===== config.mk =====
export PLATFORM = sky130hd
export DESIGN_NAME = hazard_ctrl
export DESIGN_NICKNAME = d
export VERILOG_FILES = /design/src/rtl/hazard_ctrl.sv
export SDC_FILE = /design/constraint.sdc
export NUM_CORES = 1
export LEC_CHECK = 0
export CAP_MARGIN = 0
export CELL_PAD_IN_SITES_DETAIL_PLACEMENT = 1
export CELL_PAD_IN_SITES_GLOBAL_PLACEMENT = 2
export CORE_MARGIN = 1.5
export CORE_UTILIZATION = 35
export CTS_BUF_LIST = sky130_fd_sc_hd__clkbuf_16
export CTS_CLUSTER_SIZE = 30
export DETAILED_ROUTE_END_ITERATION = 8
export PLACE_DENSITY = 0.95
export SETUP_SLACK_MARGIN = 0.3
export SYNTH_ARGS = -nofsm -noshare
export SYNTH_HDL_FRONTEND = slang
export SYNTH_SLANG_ARGS = --single-unit

===== constraint.sdc =====
create_clock -name clk -period 6.8 [get_ports clk]
set_input_delay 1.7 -clock clk [delete_from_list [all_inputs] [get_ports clk]]
set_output_delay 1.7 -clock clk [all_outputs]
set_load 0.01 [all_outputs]

===== src/rtl/hazard_ctrl.sv =====
// hazard_ctrl: scoreboard-based forwarding, stall, flush and freeze control for the 5-stage pipeline
module hazard_ctrl #(
  parameter int STALL_LIMIT = 16,
  parameter int CNT_W       = 32
) (
  input  logic             clk,
  input  logic             resetn,
  input  logic             id_valid_i,
  input  logic [4:0]       rs1_idx_d_i,
  input  logic [4:0]       rs2_idx_d_i,
  input  logic             rs1_used_d_i,
  input  logic             rs2_used_d_i,
  input  logic             branch_d_i,
  input  logic [4:0]       rd_idx_d_i,
  input  logic             reg_write_en_d_i,
  input  logic             is_load_d_i,
  input  logic             taken_d_i,
  input  logic             mem_busy_i,
  output logic             enable_o,
  output logic             bubble_o,
  output logic             flush_f_o,
  output logic             freeze_o,
  output logic             taken_ok_o,
  output logic             rs1_depended_o,
  output logic [1:0]       fwd_rs1_sel_o,
  output logic [1:0]       fwd_rs2_sel_o,
  output logic [CNT_W-1:0] stall_cnt_o,
  output logic             err_o
);
  localparam logic [1:0] RUN    = 2'd0;
  localparam logic [1:0] STALL  = 2'd1;
  localparam logic [1:0] FREEZE = 2'd2;
  localparam int RW = $clog2(STALL_LIMIT + 1);
  localparam logic [RW-1:0] LIMIT = RW'(STALL_LIMIT);

  logic          s1_v, s2_v, s3_v;
  logic [4:0]    s1_rd, s2_rd, s3_rd;
  logic          s1_ld, s2_ld, s3_ld;
  logic [1:0]    state, next_state;
  logic [RW-1:0] run_len, run_nxt;
  logic          a1, a2, a3, b1, b2, b3;
  logic          load_stall, branch_stall, stall, entry_v;

  function automatic logic hit(input logic v, input logic [4:0] rd, input logic [4:0] rs, input logic used);
    return v & (rd == rs) & (rs != 5'd0) & used;
  endfunction

  // operand matches against each in-flight writer, then stall and forward decisions
  always_comb begin
    a1 = hit(s1_v, s1_rd, rs1_idx_d_i, rs1_used_d_i);
    a2 = hit(s2_v, s2_rd, rs1_idx_d_i, rs1_used_d_i);
    a3 = hit(s3_v, s3_rd, rs1_idx_d_i, rs1_used_d_i);
    b1 = hit(s1_v, s1_rd, rs2_idx_d_i, rs2_used_d_i);
    b2 = hit(s2_v, s2_rd, rs2_idx_d_i, rs2_used_d_i);
    b3 = hit(s3_v, s3_rd, rs2_idx_d_i, rs2_used_d_i);
    load_stall   = ((a1 | b1) & s1_ld) | ((a2 | b2) & s2_ld);
    branch_stall = branch_d_i & (a1 | b1);
    stall        = id_valid_i & (load_stall | branch_stall) & ~mem_busy_i;
    entry_v      = id_valid_i & reg_write_en_d_i & (rd_idx_d_i != 5'd0);
    fwd_rs1_sel_o = (a1 & ~s1_ld) ? 2'd1 : (a2 & ~s2_ld) ? 2'd2 : a3 ? 2'd3 : 2'd0;
    fwd_rs2_sel_o = (b1 & ~s1_ld) ? 2'd1 : (b2 & ~s2_ld) ? 2'd2 : b3 ? 2'd3 : 2'd0;
    rs1_depended_o = branch_d_i & (fwd_rs1_sel_o != 2'd0);
    freeze_o   = mem_busy_i;
    enable_o   = ~(stall | mem_busy_i);
    bubble_o   = stall;
    taken_ok_o = taken_d_i & id_valid_i & ~stall & ~mem_busy_i;
    flush_f_o  = taken_ok_o;
    next_state = mem_busy_i ? FREEZE : stall ? STALL : RUN;
    run_nxt    = (next_state != STALL) ? '0 : (state != STALL) ? RW'(1) :
                 (run_len == LIMIT) ? run_len : run_len + RW'(1);
  end

  // scoreboard shift: hold on freeze, insert an empty slot on bubble
  always_ff @(posedge clk or negedge resetn) begin
    if (!resetn) begin
      {s1_v, s2_v, s3_v}    <= '0;
      {s1_rd, s2_rd, s3_rd} <= '0;
      {s1_ld, s2_ld, s3_ld} <= '0;
    end else if (!mem_busy_i) begin
      {s3_v, s3_rd, s3_ld} <= {s2_v, s2_rd, s2_ld};
      {s2_v, s2_rd, s2_ld} <= {s1_v, s1_rd, s1_ld};
      {s1_v, s1_rd, s1_ld} <= {entry_v & ~stall, rd_idx_d_i, is_load_d_i};
    end
  end

  // run-state tracking, consecutive-stall watchdog and saturating stall counter
  always_ff @(posedge clk or negedge resetn) begin
    if (!resetn) begin
      state       <= RUN;
      run_len     <= '0;
      err_o       <= 1'b0;
      stall_cnt_o <= '0;
    end else begin
      state       <= next_state;
      run_len     <= run_nxt;
      err_o       <= err_o | (run_nxt == LIMIT);
      stall_cnt_o <= (stall && !(&stall_cnt_o)) ? stall_cnt_o + 1'b1 : stall_cnt_o;
    end
  end
endmodule


# After elaboration in Yosys (flattened, before gate mapping)
# Index checks and enable logic that the tools add are counted.
[word_totals]
word_cells = 87
output_inout_bits = 43
reg_bits = 60
input_bits = 25
[op_classes]
n_mux = 11
bitwise = 45
add_sub_neg = 2
n_eq_ne = 10
reduce_logical = 7
[ops]
columns = ["op", "count"]
rows = [
  ["$and A1 B1 Y1", 34],
  ["$add A32 B1 Y32 const B", 1],
  ["$reduce_and A32 Y1", 1],
  ["$eq A5 B5 Y1", 6],
  ["$mux W5", 3],
  ["$reduce_bool A5 Y1", 3],
  ["$mux W2", 7],
  ["$eq A5 B5 Y1 const B", 2],
  ["$or A1 B1 Y1", 6],
  ["$add A5 B1 Y5 const B", 1],
  ["$not A1 Y1", 5],
  ["$ne A2 B1 Y1 const B", 2],
  ["$reduce_bool A2 Y1", 1],
  ["$logic_and A1 B1 Y1", 1],
  ["$logic_not A1 Y1", 1],
  ["$mux W1", 1],
]

# Logic depth before layout (Yosys ltp)
# Gate-level depths: netlist (run 1).
[logic_depth]
ltp_word = 16
depth_mapped = 9
mapped_depth_nobuf = 9

# Least setup slack after synthesis (run 1)
# No wires, ideal clock.
[synth_timing]
path_type = "input to output"
startpoint = "input port rs1_idx_d_i[0]"
endpoint = "output port taken_ok_o"
path_stages = 8
required_ps = 5100
slack_ps = 1822
path_buffers = 1
arrival_time_ps = 3278
cell_sequence = "or4_1 o21a_1 and4_4 o21ai_2 nand2_1 nor2_1 and2_1 buf_4"
[synth_via]
elab_chain_cells = 13
word_cells_on_any_way = 21
classes_between = "eq/ne (2); bitwise (18); reduce/logical (1)"
[synth_lines]
columns = ["item", "line_no", "source"]
rows = [
  ["from (decl)", "9", "input logic [4:0] rs1_idx_d_i,"],
  ["$eq A5 B5 Y1", "45", "return v & (rd == rs) & (rs != 5'd0) & used;"],
  ["$and A1 B1 Y1 (3 in series)", "45", ""],
  ["$or A1 B1 Y1, on equally long branches", "56, 57", ""],
  ["$and A1 B1 Y1", "56", "load_stall = ((a1 | b1) & s1_ld) | ((a2 | b2) & s2_ld);"],
  ["$or A1 B1 Y1", "56", ""],
  ["$or A1 B1 Y1 *", "58", "stall = id_valid_i & (load_stall | branch_stall) & ~mem_busy_i;"],
  ["$and A1 B1 Y1 * (2 in series)", "58", ""],
  ["$not A1 Y1 *", "66", "taken_ok_o = taken_d_i & id_valid_i & ~stall & ~mem_busy_i;"],
  ["$and A1 B1 Y1 * (2 in series)", "66", ""],
  ["to (decl)", "23", "output logic taken_ok_o,"],
]
# Mark *: on every way between the ends. The rest lies on a longest branch, timed or not.

# Worst setup path after layout (run 1)
[layout_timing]
startpoint = "input port rs1_idx_d_i[1]"
endpoint = "output port enable_o"
[layout_via]
elab_chain_cells = 12
word_cells_on_any_way = 20
classes_between = "eq/ne (2); bitwise (17); reduce/logical (1)"
[layout_lines]
columns = ["item", "line_no", "source"]
rows = [
  ["$eq A5 B5 Y1", "45", ""],
  ["$and A1 B1 Y1 (3 in series)", "45", ""],
  ["$or A1 B1 Y1, on equally long branches", "56, 57", ""],
  ["$and A1 B1 Y1", "56", ""],
  ["$or A1 B1 Y1", "56", ""],
  ["$or A1 B1 Y1 *", "58", ""],
  ["$and A1 B1 Y1 * (2 in series)", "58", ""],
  ["$or A1 B1 Y1 *", "64", "enable_o = ~(stall | mem_busy_i);"],
  ["$not A1 Y1 *", "64", ""],
  ["to (decl)", "19", "output logic enable_o,"],
]
# Marked as above.

==> results_dict.tcl, run 1 <==
set metrics [dict create \
    cts_buffers 9 \
    fin_nets 397 \
    clockBufferDepth 2 \
    synthMuxAreaShare_pct 7.45 \
    synth_area_sq_mm 0.00321 \
    cts.root.buffer_cell "clkbuf_16" \
    synth_cell_type_count 42 \
    antenna_found_initial 0 \
    ys_seq_area_share_pct 46.8 \
    synth_compound_area_share_pct 4.02 \
    synth-xor-area-share_pct 17.8 \
    io_buffers 67 \
    power.density_mw_per_mm2 219 \
    grt_max_degree 61 \
    end_kind "output port" \
    rsz0062_at_grt "false" \
    drtAntennaViolNets 0 \
    period_share_pct 90.3 \
    swShare_pct 24.4 \
    cts_tree "built" \
    power_frac_seq_pct 43.1 \
    hold_violations 0 \
    reg2reg_slack_ns 3.66 \
    dr_wl_met2_microns 4360 \
    timing.final.max_slew_violations 0 \
    synth.net_count 324 \
    synth_seq_cells 60 \
    grt_use_total_pct 19.3 \
    grt_pass1_vias 2872 \
    dieArea_sq_mm 0.00975 \
    gp_congestion 0.852 \
    worstRegToRegCells 8 \
    crit_start "rs1_idx_d_i[1]" \
    r2r_end "stall_cnt_o[29]" \
    yosys.area_share.adder_pct 1.17 \
    period_minus_slack_ns 6.14 \
    max_freq_mhz 163 \
    final_common_cell "clkdlybuf4s50_1" \
    core-area_sq_mm 0.00881 \
    setup_viol 0 \
    synthToLayoutAreaGrowth_pct 33.2 \
    power_frac_comb_pct 10.1 \
    rows 34 \
    drt_pass1_iterations 8 \
    die_w_microns 98.7 \
    crit_end "enable_o" \
    fp.dieH_microns 98.7 \
    cp.arrival_ns 4.44 \
    required_ns 5.10 \
    synth_simple_gate_area_share_pct 20.6 \
    met1Wirelength_microns 4060 \
    drc 4 \
    hpwl_microns 6300 \
    ir_drop_mv 0.135 \
    htreeDepth 3 \
    drt_iter0_markers 68 \
    post_cts_buffers 0 \
    pre_cts_ws_ns 0.646 \
    start_util_pct 36.4 \
    grt_pass1_wl_microns 14700 \
    wl_per_cell_microns 18.2 \
    fin_setup_tns_ns 0 \
    pwr-share-clk_pct 46.7 \
    path_class "in2out" \
    yosys_warnings 0 \
    grt_overflow 0 \
    vias 2538 \
    p_sw_uw 229 \
    synth.avg_cell_area_sq_um 10.8 \
    p_leak_nw 1.71 \
    vias_per_cell 5.27 \
    start_kind "primary input" \
    wl_microns 8750 \
    path_clk_slew_ns 0.06 \
    maxUsedRoutingLayer "met4" \
    post_cts_resized 0 \
    worstMarginPinSlew_ns 0.970 \
    skew_ns 0.00834 \
    clkSinkCount 60 \
    slew-limit-headroom_pct 35.1 \
    r2r-start "stall_cnt_o[4]" \
    hold_path.class "reg2reg" \
    synth_top_family_by_area "simple AND/OR/NAND/NOR gates" \
    mostFrequentLayoutCells "clkdlybuf4s50_1, dfrtp_1, xnor2_1" \
    diodes 0 \
    synthCells 296 \
    violations "design-rule violations" \
    hold_buffers 0 \
    setup_slack_ns 0.660 \
    worstPathMaxFanout 12 \
    status "finished with violations" \
    max-cap-violations 0 \
    insertion_delay_ns 0.32 \
    pin_count 68 \
    wl_met3_microns 272 \
    intPower_uw 708 \
    layout-drive-gt1-share_pct 12.0 \
]
## area by class of cell
type | instances | area [sq um]
timing repair buffer | 72 | 703
clock inverter | 7 | 58.8
clock buffer | 9 | 225
multi-input combinational | 223 | 1640
inverter | 3 | 11.3
tap | 108 | 135
fill | 959 | 4530
sequential | 60 | 1500
## sequential cells by signal, indices dropped and copies added (netlist names), 2 cells and up
register and count:
s3_rd 5, s2_rd 5, run_len 5, s1_rd 5, state 2, stall_cnt_o 32
## routing by layer
metal / vias up / global-route usage, %
met5: - / 0
met4: 0 / 3.96
met3: 6 / 3.90
met2: 50 / 33.9
met1: 1283 / 24.8
li1: 1199 / -
## cells by family (layout without fill, tap and decap cells)
group	Yosys count	in the layout
mux	21	21
buf+inv	13	91
flops	60	60
simple gates	116	116
fa+ha+maj	3	3
compound gates	18	18
xor+xnor	65	65
## Yosys cell counts, drive strengths merged
cell	n	area, sq um
nand4b	1	8.76
nand4	22	138
nand2b	4	25.0
a211o	1	8.76
and2	5	33.8
mux2	20	229
inv	3	11.3
nand2	9	33.8
buf	10	57.6
o21a	3	22.5
nor2	14	52.6
a21oi	4	23.8
and4	1	11.3
and3	14	87.6
nor3	7	35.0
a32o	1	10.0
or2	1	6.26
nor4bb	1	10.0
a211oi	1	7.51
o21bai	1	7.51
a21boi	1	7.51
xnor2	42	368
nor4b	1	8.76
o21ai	3	18.8
nor2b	3	18.8
nand3	23	115
nor4	7	50.1
and4bb	1	12.5
mux2i	1	10.0
o22ai	2	12.5
ha	3	37.5
a2bb2o	1	10.0
dfrtp	60	1500
or4	2	15.0
xor2	23	201
## critical path: stages
cell             delay (ns)
clkdlybuf4s50_1        0.51
or4_1                  0.55
o21a_1                 0.24
and4_4                 0.19
o21ai_2                0.18
nand2_1                0.11
buf_4                  0.19
a21oi_1                0.21
clkdlybuf4s50_1        0.56
## how the worst min path moves through the flow
| stage | depth (start not counted) | endpoint | slack (ns) | from |
|---|---|---|---|---|
| after detailed placement | 1 | err_o | 0.48 | err_o |
| after CTS | 1 | err_o | 0.49 | err_o |
| after global routing | 1 | err_o | 0.52 | err_o |
| final | 1 | err_o | 0.49 | err_o |
| after global placement | 1 | err_o | 0.47 | err_o |
| after floorplan | 1 | s3_v | 0.50 | s3_v |
## per-stage QoR
| stage | area [sq um] | util (%) | std cells | power [mW] | hold WS (ns) |
|---|---|---|---|---|---|
| 2_1_floorplan | 3210 | - | 296 | 0.454 | 0.501 |
| 3_3_place_gp | 3990 | 45.3 | 466 | 0.499 | 0.467 |
| 3_5_place_dp | 3990 | 45.3 | 466 | 0.506 | 0.479 |
| 4_1_cts | 4270 | 48.5 | 482 | 0.945 | 0.494 |
| 5_1_grt | 4270 | 48.5 | 482 | 0.973 | 0.516 |
| 6_report | 4270 | 48.5 | 482 | 0.936 | 0.486 |
## power by group through the flow
stage               Combinational, mW  Sequential [mW]  Clock [mW]
global placement               0.0909            0.408           0
finish                         0.0946            0.404       0.438
CTS                            0.0965            0.404       0.445
detailed placement             0.0956            0.410           0
global route                    0.105            0.407       0.462
floorplan                      0.0529            0.401           0
No activity file was read; power rests on OpenSTA's default activity.
==> inputs of run 2 (changes only) <==
--- a/config.mk
+++ b/config.mk
@@ -8,6 +8,7 @@
 export CAP_MARGIN = 0
 export CELL_PAD_IN_SITES_DETAIL_PLACEMENT = 1
 export CELL_PAD_IN_SITES_GLOBAL_PLACEMENT = 2
+export CORE_ASPECT_RATIO = 0.6
 export CORE_MARGIN = 1.5
 export CORE_UTILIZATION = 35
 export CTS_BUF_LIST = sky130_fd_sc_hd__clkbuf_16
==> run 2 against run 1 <==
  * The run now ends clean
  * Sequential share of layout area decreased by 0.33 points
  * Sequential power rose by 1%
  * Die area grew 0.19%
  * Clock skew shrank 0.0013 ns
  * Critical endpoint is now flush_f_o
  * Non-clock buffer count is the same
  * Critical path depth stayed put
  * Final cell count grew 0.83%
  * Fmax decreased by 1.1%
==> results_dict.tcl, run 2 (synthesized netlist as in run 1, its figures left out) <==
set metrics [dict create \
    status "completed" \
    worstRegToRegCells 8 \
    min_from "err_o" \
    end_kind "output port" \
    fin_setup_tns_ns 0 \
    p_total_uw 985 \
    post-route-util_pct 49.6 \
    rows 26 \
    pin_count 68 \
    htreeDepth 3 \
    gp_congestion 0.870 \
    r2r_end "stall_cnt_o[1]" \
    final_common_cell "clkdlybuf4s50_1" \
    cts_buffers 9 \
    start_util_pct 36.9 \
    worstPathMaxFanout 13 \
    hpwl_microns 6730 \
    max-cap-violations 0 \
    layout-drive-gt1-share_pct 12.8 \
    drc 0 \
    skew_ns 0.00702 \
    vias_per_cell 5.31 \
    period_minus_slack_ns 6.21 \
    slew-limit-headroom_pct 48.7 \
    vias 2582 \
    fin_nets 397 \
    setup_viol 0 \
    largest_reg_flops 32 \
    cts.root.buffer_cell "clkbuf_16" \
    clkSinkCount 60 \
    worstMarginPinSlew_ns 0.769 \
    hold_violations 0 \
    max_freq_mhz 161 \
    clockBufferDepth 2 \
    cts_tree "built" \
    grt_overflow 0 \
    power.density_mw_per_mm2 228 \
    required_ns 5.10 \
    min_to "err_o" \
    grt_max_degree 61 \
    period_share_pct 91.3 \
    dieArea_sq_mm 0.00976 \
    hold_path.class "reg2reg" \
    fp.dieH_microns 77.1 \
    hold_depth 1 \
    grt_use_total_pct 20.3 \
    io_buffers 67 \
    grt_pass1_wl_microns 15000 \
    synthToLayoutAreaGrowth_pct 34.5 \
    drt_pass1_iterations 4 \
    path_class "in2out" \
    drt_iter0_markers 125 \
    die_w_microns 127 \
    reg2reg_slack_ns 3.98 \
    r2r-start "s1_rd[2]" \
    start_kind "primary input" \
    top_register "stall_cnt_o" \
    p_leak_nw 1.71 \
    insertion_delay_ns 0.33 \
    path_clk_slew_ns 0.05 \
    core-area_sq_mm 0.00869 \
    timing.final.max_slew_violations 0 \
    antenna_found_initial 0 \
    diodes 0 \
    wl_per_cell_microns 19.1 \
    cp.arrival_ns 4.51 \
    drtAntennaViolNets 0 \
    wl_microns 9290 \
    rsz0062_at_grt "false" \
    grt_pass1_vias 2793 \
    mostFrequentLayoutCells "clkdlybuf4s50_1, dfrtp_1, xnor2_1" \
    ir_drop_mv 0.134 \
]
## run 2: cell types whose count changed in the layout (fill, tap and decap cells not counted)
cell	change
clkinv_1	-1
clkinvlp_4	+2
inv_1	-1
nand2_2	+1
clkinv_2	-1
nand2_1	-1
bufinv_16	+1
## run 2: final cells by class
type / count / area (sq um)
clock buffer: 9 / 225
clock inverter: 7 / 91.3
fill: 964 / 4370
inverter: 3 / 11.3
multi-input combinational: 223 / 1640
sequential: 60 / 1500
tap: 112 / 140
timing repair buffer: 72 / 703
## run 2: where the power goes
group	total, mW	internal (mW)	switching, mW
sequential	0.410	0.376	0.0339
clock	0.481	0.318	0.163
combinational	0.0938	0.0528	0.0410
## run 2: metrics by stage
step / cells / hold WS (ns) / instance area, sq um / setup slack, ns
floorplan: 296 / 0.501 / 3210 / 1.82
global placement: 470 / 0.479 / 3990 / 0.593
detailed placement: 470 / 0.477 / 3990 / 0.493
CTS: 486 / 0.493 / 4310 / 0.467
global route: 486 / 0.519 / 4310 / 0.450
finish: 486 / 0.486 / 4310 / 0.590
## run 2: timing repair
action / 4_1_cts / 5_1_grt
setup endpoints to repair: 0 / 2
setup buffers: 0 / 0
hold buffers: 0 / 0
gates resized for setup: 0 / 1
## run 2: critical path, cell delays in order
cell             delay [ns]
clkdlybuf4s50_1        0.51
or4_1                  0.57
o21ai_0                0.25
nor3_1                 0.14
o21ai_2                0.20
nand2_2                0.23
nor2_1                 0.19
and2_1                 0.17
clkdlybuf4s50_1        0.54
## run 2: worst max path at each step
stage | startpoint | end | slack [ns] | depth (start not counted)
after floorplan | rs1_idx_d_i[0] | taken_ok_o | 1.82 | 8
after global placement | rs1_idx_d_i[0] | taken_ok_o | 0.59 | 9
after detailed placement | rs2_idx_d_i[1] | flush_f_o | 0.49 | 9
after CTS | rs2_idx_d_i[1] | flush_f_o | 0.47 | 9
after global routing | rs1_idx_d_i[0] | flush_f_o | 0.45 | 9
final | rs2_idx_d_i[1] | flush_f_o | 0.59 | 9
## run 2: layer usage
metal	GRT usage, %	wire, microns
met4	4.83	48
met2	29.2	3950
met1	29.7	4780
met5	0	0
met3	6.00	513
==> inputs of run 3 (changes only) <==
--- a/config.mk
+++ b/config.mk
@@ -15,7 +15,7 @@
 export CTS_CLUSTER_SIZE = 30
 export DETAILED_ROUTE_END_ITERATION = 8
 export PLACE_DENSITY = 0.95
-export SETUP_SLACK_MARGIN = 0.3
+export SETUP_SLACK_MARGIN = 0.02
 export SYNTH_ARGS = -nofsm -noshare
 export SYNTH_HDL_FRONTEND = slang
 export SYNTH_SLANG_ARGS = --single-unit
==> run 3 against run 2 <==
  * Clock power about the same
  * Via count shrank 0.62%
  * Sequential share of layout area about the same
  * Combinational power is essentially flat
  * Critical path depth did not move
  * Sequential power is essentially flat
  * Critical path type unchanged
==> results_dict.tcl, run 3 (synthesized netlist as in run 1, its figures left out) <==
set metrics [dict create \
    grt_use_total_pct 20.3 \
    skew_ns 0.00501 \
    fin_nets 397 \
    die_w_microns 127 \
    path_clk_slew_ns 0.05 \
    p_leak_nw 1.71 \
    mostFrequentLayoutCells "clkdlybuf4s50_1, dfrtp_1, xnor2_1" \
    diodes 0 \
    cts_buffers 9 \
    cp.arrival_ns 4.64 \
    fin_setup_tns_ns 0 \
    fp.dieH_microns 77.1 \
    path_class "in2out" \
    htreeDepth 3 \
    power_frac_comb_pct 9.5 \
    vias_per_cell 5.28 \
    wl_per_cell_microns 19.1 \
    swShare_pct 24.0 \
    cpMostUsedCell "clkdlybuf4s50_1" \
    pwr-share-clk_pct 48.9 \
    hold_violations 0 \
    grt_max_degree 61 \
    top_register "stall_cnt_o" \
    dieArea_sq_mm 0.00976 \
    cts_tree "built" \
    crit_chain "clkdlybuf4s50_1 -> or4_1 -> o21ai_0 -> nor3_1 -> o21ai_2 -> nand2_1 -> nor2_1 -> and2_1 -> clkdlybuf4s50_1" \
    reg2reg_slack_ns 4.01 \
    core-area_sq_mm 0.00869 \
    post_cts_resized 0 \
    final_common_cell "clkdlybuf4s50_1" \
    grt_pass1_wl_microns 15000 \
    drtAntennaViolNets 0 \
    wl_microns 9260 \
    antenna_found_initial 0 \
    required_ns 5.10 \
    rsz0062_at_grt "false" \
    max-cap-violations 0 \
    worst_path_largest_cell_delay_ns 0.57 \
    ir_drop_mv 0.134 \
    p_sw_uw 236 \
    grt_pass1_vias 2793 \
    clkSinkCount 60 \
    clockBufferDepth 2 \
    power.density_mw_per_mm2 228 \
    power_frac_seq_pct 41.6 \
    rows 26 \
    gp_congestion 0.870 \
    status "completed" \
    hold_slack_ns 0.486 \
    hpwl_microns 6730 \
    fillCellCount 968 \
    drt_iter0_markers 153 \
    cts.root.buffer_cell "clkbuf_16" \
    period_minus_slack_ns 6.34 \
    pin_count 68 \
    hold_buffers 0 \
    drt_pass1_iterations 4 \
    drc 0 \
    start_kind "primary input" \
    grt_overflow 0 \
    period_share_pct 93.2 \
    intPower_uw 747 \
    layout-drive-gt1-share_pct 12.6 \
    vias 2566 \
    io_buffers 67 \
    setup_viol 0 \
    largest_reg_flops 32 \
    insertion_delay_ns 0.33 \
    timing.final.max_slew_violations 0 \
    worstMarginPinSlew_ns 0.763 \
    crit_family "simple AND/OR/NAND/NOR gates" \
    max_freq_mhz 158 \
    worstPathMaxFanout 13 \
    hold_path.class "reg2reg" \
    synthToLayoutAreaGrowth_pct 34.4 \
    post_cts_buffers 0 \
    end_kind "output port" \
    start_util_pct 36.9 \
    slew-limit-headroom_pct 49.2 \
    slowest_stage "or4_1" \
    crit_buf_inv 2 \
]
-- run 3: final timing paths --
path                                 from               to  cells past startpoint
hold reg to reg                     err_o            err_o                      1
setup reg to reg                 s1_rd[2]   stall_cnt_o[1]                      8
hold / removal                      err_o            err_o                      1
max in group asynchronous          resetn  stall_cnt_o[23]                      2
min in group asynchronous          resetn         s2_rd[3]                      2
setup / recovery           rs2_idx_d_i[1]        flush_f_o                      9
-- run 3: layer usage --
| layer | GRT usage [%] | wire length, microns | part of all wire [%] |
|---|---|---|---|
| met5 | 0 | 0 | 0 |
| met4 | 4.83 | 44 | 0.48 |
| met3 | 6.00 | 552 | 6.0 |
| met2 | 29.2 | 3990 | 43 |
| met1 | 29.7 | 4670 | 50 |
-- run 3: power by group through the flow --
stage,clock network (mW),registers [mW],logic (mW)
2_1_floorplan,0,0.401,0.0529
3_3_place_gp,0,0.414,0.0903
3_5_place_dp,0,0.415,0.0937
4_1_cts,0.492,0.409,0.0943
5_1_grt,0.505,0.412,0.101
6_report,0.480,0.409,0.0936
-- run 3: final cells by class --
class	instances	area, sq um	share of cell area, %
Multi-Input combinational cell	223	1640	38.0
Tap cell	112	140	3.25
Timing Repair Buffer	72	703	16.3
Inverter	3	11.3	0.261
Clock inverter	7	91.3	2.12
Sequential cell	60	1500	34.8
Clock buffer	9	225	5.23
-- run 3: through the flow --
step	power [mW]	utilization [%]	cell area, sq um	setup slack, ns	std cells
6_report	0.983	49.6	4310	0.463	486
5_1_grt	1.02	49.6	4310	0.295	486
4_1_cts	0.994	49.6	4310	0.467	486
3_5_place_dp	0.508	46.0	3990	0.493	470
3_3_place_gp	0.504	46.0	3990	0.593	470
2_1_floorplan	0.454	-	3210	1.82	296
-- run 3: worst reg2reg max path, stage by stage, from the launching register on --
cell      delay, ns
dfrtp_1        0.47
xor2_1         0.21
nor4_1         0.36
nand4_1        0.21
a2bb2o_1       0.36
a21oi_2        0.25
buf_4          0.32
and2_4         0.22
mux2_4         0.29
